File: config.mk
export PLATFORM = sky130hd
export DESIGN_NAME = ysyx_23060203_alu_arb
export DESIGN_NICKNAME = d
export VERILOG_FILES = /design/src/rtl/ysyx_23060203_alu_arb.sv
export SDC_FILE = /design/constraint.sdc
export NUM_CORES = 1
export LEC_CHECK = 0
export CELL_PAD_IN_SITES_DETAIL_PLACEMENT = 0
export CELL_PAD_IN_SITES_GLOBAL_PLACEMENT = 1
export CORE_UTILIZATION = 26
export DETAILED_ROUTE_END_ITERATION = 6
export PLACE_DENSITY = 0.75
export RECOVER_POWER = 100
export SKIP_CTS_REPAIR_TIMING = 1
export SLEW_MARGIN = 30
export SYNTH_ARGS = -nofsm -noshare
export SYNTH_HDL_FRONTEND = slang
export SYNTH_SLANG_ARGS = --single-unit
export TNS_END_PERCENT = 100
File: constraint.sdc
create_clock -name clock -period 4 [get_ports clock]
set_clock_uncertainty 0.15 [all_clocks]
set_input_delay 1 -clock clock [delete_from_list [all_inputs] [get_ports clock]]
set_output_delay 1 -clock clock [all_outputs]
set_load 0.01 [all_outputs]
File: src/rtl/ysyx_23060203_alu_arb.sv
// Two-requester arbiter in front of one shared combinational ALU.
// Macro YSYX_23060203_ALU_ARB_RR_EN selects round-robin, else fixed priority.
//
// Ports:
//   clock, reset          rising-edge clock, async active-high reset
//   reqN_valid/ready      request handshake (N = 0, 1)
//   reqN_a/b/funct/sw     operation payload of requester N
//   respN_valid/ready     response handshake of requester N
//   respN_val             shared result register
//   alu_a/b/funct/sw      operand registers driven to the shared ALU
//   alu_val               combinational result from the shared ALU
module ysyx_23060203_alu_arb (
  input  logic        clock,
  input  logic        reset,
  input  logic        req0_valid,
  output logic        req0_ready,
  input  logic [31:0] req0_a,
  input  logic [31:0] req0_b,
  input  logic [2:0]  req0_funct,
  input  logic        req0_sw,
  input  logic        req1_valid,
  output logic        req1_ready,
  input  logic [31:0] req1_a,
  input  logic [31:0] req1_b,
  input  logic [2:0]  req1_funct,
  input  logic        req1_sw,
  output logic        resp0_valid,
  input  logic        resp0_ready,
  output logic [31:0] resp0_val,
  output logic        resp1_valid,
  input  logic        resp1_ready,
  output logic [31:0] resp1_val,
  output logic [31:0] alu_a,
  output logic [31:0] alu_b,
  output logic [2:0]  alu_funct,
  output logic        alu_sw,
  input  logic [31:0] alu_val
);

  localparam logic [2:0] S_IDLE = 3'b001;
  localparam logic [2:0] S_EXEC = 3'b010;
  localparam logic [2:0] S_RESP = 3'b100;

  logic [2:0]  state;
  logic [2:0]  state_nxt;
  logic [31:0] op_a;
  logic [31:0] op_b;
  logic [2:0]  op_funct;
  logic        op_sw;
  logic [31:0] res;
  logic        owner;

  logic        is_idle;
  logic        is_exec;
  logic        is_resp;
  logic        grant;
  logic        accept;
  logic        resp_hs;

  assign is_idle = state[0];
  assign is_exec = state[1];
  assign is_resp = state[2];

`ifdef YSYX_23060203_ALU_ARB_RR_EN
  // ptr holds the last winner; a tie goes to the other requester.
  logic ptr;

  assign grant = (req0_valid & req1_valid) ? ~ptr
                                           : ~req0_valid;

  always_ff @(posedge clock or posedge reset) begin
    if (reset) begin
      ptr <= 1'b1;
    end else if (accept) begin
      ptr <= grant;
    end
  end
`else
  assign grant = ~req0_valid;
`endif

  // Ready is masked by reset so nothing is offered while reset is held.
  assign req0_ready = is_idle & ~reset
                    & req0_valid & ~grant;
  assign req1_ready = is_idle & ~reset
                    & req1_valid & grant;

  assign accept = req0_ready | req1_ready;

  assign resp_hs = is_resp
                 & (owner ? resp1_ready
                          : resp0_ready);

  always_comb begin
    state_nxt = state;
    unique case (1'b1)
      state[0]: if (accept) state_nxt = S_EXEC;
      state[1]: state_nxt = S_RESP;
      state[2]: if (resp_hs) state_nxt = S_IDLE;
      default:  state_nxt = S_IDLE;
    endcase
  end

  always_ff @(posedge clock or posedge reset) begin
    if (reset) begin
      state    <= S_IDLE;
      op_a     <= 32'd0;
      op_b     <= 32'd0;
      op_funct <= 3'd0;
      op_sw    <= 1'b0;
      owner    <= 1'b0;
      res      <= 32'd0;
    end else begin
      state <= state_nxt;
      if (accept) begin
        op_a     <= grant ? req1_a : req0_a;
        op_b     <= grant ? req1_b : req0_b;
        op_funct <= grant ? req1_funct
                          : req0_funct;
        op_sw    <= grant ? req1_sw : req0_sw;
        owner    <= grant;
      end
      if (is_exec) begin
        res <= alu_val;
      end
    end
  end

  assign alu_a     = op_a;
  assign alu_b     = op_b;
  assign alu_funct = op_funct;
  assign alu_sw    = op_sw;

  assign resp0_valid = is_resp & ~owner;
  assign resp1_valid = is_resp & owner;
  assign resp0_val   = res;
  assign resp1_val   = res;

endmodule

==> out/results.ini <==
[finish]
finalNetCount = 787
syn_to_final_growth_pct = 58.5
design_area_um2 = 8400
layout-drive-gt1-share = 0.202

[timing]
setup_violations = 0
post-route-period-util = 0.921
period_minus_slack_ns = 3.69
fmax_mhz = 271
hold_violations = 0
rsz0062_at_grt = no
setup_tns_ns = 0
hold_ws_ns = 0.334
relSlewSlack = -0.253
final_max_slew_viol_count = 48
tightest_slew_ns = 1.88

[job]
max-cap-violations = 1

[synth]
syn_nets = 514
synth_cell_type_count = 19
synth_adder_area_share = 0
seq_area_frac_synth = 0.491
synth_edf_count = 0
syn_avg_cell_area_um2 = 15.6
syn-cell-area_um2 = 5300
synth_top_family_by_area = multiplexers
synth-async-reset-ratio = 1.00
syn_inst = 340
netlist.top_cell.by_area = dfrtp_1
yosysMostFrequentCell = dfrtp_1
synth_area_leaders = dfrtp_1 49%, mux2_2 21%, mux2_4 19%
synth-compound-area-share = 0.00496
synth-simple-area-share = 0.00921
ys_ff_latch = 104
synthTopCellsByCount = 103 x dfrtp_1, 100 x mux2_2, 68 x mux2_4
synth_xor_area_frac = 0
synthFlopType = dfrtp_1
synth_mux_area_frac = 0.407
yosys.area.top_type_share = 0.486
synth_warnings = 0

[routing]
ant_nets = 0
drt_iter0_drc = 62
remaining_drc_errors = 0
finalWirelength_um = 13600
vias_per_cell = 4.19
dr.pass1.iters = 4
vias = 3705
detail_route.wl_per_cell_um = 15.4

[floorplan]
num_rows = 51
dieArea_um2 = 21000
pin_count = 310
die_width_um = 145
coreArea_um2 = 19700
initial_core_util = 0.269
fp.dieH_um = 145

[clocking]
cts_made_buffers = 9
clock_path_buffers = 2
cts_tree = done
cts_sinks = 104
root_buffer = clkbuf_16
h-tree-depth = 3
path_clk_slew_ns = 0.07
worstSkewPairLatency_ns = 0.33

[critical_path]
worstPathRequired_ns = 2.85
critPathLaunchType = input pin
worst_r2r_path_depth = 4
endpoint_kind = output port
arrival_ns = 2.54
critical_path_class = input pin to output port
cp_max_fo = 4
r2r-start = state[0]$_DFF_PP1_
reg2reg_to = alu_b[12]$_DFFE_PP0N_
r2r_setup_slack_ns = 1.51
crit_path_max_incr_delay_ns = 0.55
cp_cell_sequence = dlygate4sd3_1, nor2b_1, and2_1, clkdlybuf4s50_1
crit_slowest_cell = dlygate4sd3_1

[global_routing]
grt_pass1_vias = 3921
antenna_found_initial = 2
gr-usage-all-layers = 0.131
grt_start_max_net_pins = 71
grt_overflow = 0
grt_pass1_wl_um = 20700

[power]
pwr-share-seq = 0.359
leakagePower_uw = 0.00337
switching_share = 0.315
clkPwrFrac = 0.193
powerDensity_nw_per_um2 = 612
p_int_uw = 3520
vdd_drop_max_uv = 222
power.switching_uw = 1620
p_comb_frac = 0.448

[min_path]
min_from = alu_a[25]$_DFFE_PP0N_
min-delay-path-class = register to register
whs_endpoint = alu_a[25]$_DFFE_PP0N_
hold_path_depth = 1

[placement]
globalplace.congestion = 0.737
place_area_um2 = 8340
io_buffers = 309
hpwl_um = 10500

[run_status]
status = finished, violations left
violations = max-capacitance violations, max-slew violations

==> flip-flops by register name (all words and copies together) (netlist names) <==
register	count
alu_funct	3
resp0_val	32
alu_a	32
alu_sw	1
state	3
owner	1
alu_b	32
==> worst max-delay path by stage <==
stage	start	endpoint	slack [ns]	cells after the start
global route	reset	req1_ready	0.23	5
detailed placement	reset	req0_ready	0.48	4
CTS	reset	req0_ready	0.48	4
global placement	reset	req1_ready	0.48	5
floorplan	reset	alu_a[0]$_DFFE_PP0N_	0.12	1
finish	reset	req0_ready	0.31	4
==> layout by cell type (no fill, tap or decap), types with 2 or more instances in the layout <==
cell type	Yosys	final
dlygate4sd3_1	0	168
clkdlybuf4s50_1	0	140
dfrtp_1	103	103
mux2_2	100	100
mux2_1	0	67
clkbuf_16	0	9
nor2_1	5	5
buf_4	32	3
inv_1	2	2
and2_1	2	2
bufinv_16	0	2
inv_6	0	2
==> critical path, delay by kind of cell <==
| family | cells | cell delay [ns] |
|---|---|---|
| buf+inv | 2 | 1.09 |
| simple gates | 2 | 0.44 |
==> layer usage <==
| layer | up-vias | part of all wire | GRT usage |
|---|---|---|---|
| li1 | 1713 | - | - |
| met1 | 1802 | 0.38 | 0.141 |
| met2 | 177 | 0.54 | 0.245 |
| met3 | 11 | 0.074 | 0.0401 |
| met4 | 2 | 0.010 | 0.0338 |
| met5 | - | 0.00095 | 0 |
==> power groups by stage <==
stage	Sequential (uW)	Combinational, uW	Clock (uW)
global route	1930	2490	1090
global placement	1900	2880	0
floorplan	2100	1260	0
detailed placement	1930	2900	0
finish	1850	2300	993
CTS	1910	2910	1040
==> final cells by class <==
| type | count | area (um2) |
|---|---|---|
| Antenna cell | 1 | 2.50 |
| Clock buffer | 10 | 239 |
| Clock inverter | 6 | 97.6 |
| Fill cell | 1834 | 11300 |
| Inverter | 2 | 7.51 |
| Multi-Input combinational cell | 182 | 1980 |
| Sequential cell | 104 | 2600 |
| Tap cell | 265 | 332 |
| Timing Repair Buffer | 314 | 3140 |
==> per-stage QoR <==
step | std cells | setup slack (ns) | total power (uW) | utilization
2_1_floorplan | 340 | 0.119 | 3360 | -
6_report | 884 | 0.314 | 5140 | 0.426
3_5_place_dp | 867 | 0.475 | 4820 | 0.423
3_3_place_gp | 867 | 0.476 | 4780 | 0.423
4_1_cts | 883 | 0.476 | 5860 | 0.440
5_1_grt | 884 | 0.232 | 5500 | 0.426
==> cells by family (layout without fill, tap and decap cells) <==
group	count (synthesis)	after routing
compound gates	4	4
buf+inv	54	332
flops	104	104
mux	169	169
other cells	0	1
simple gates	9	9
Power figures use the tool's default switching activity.
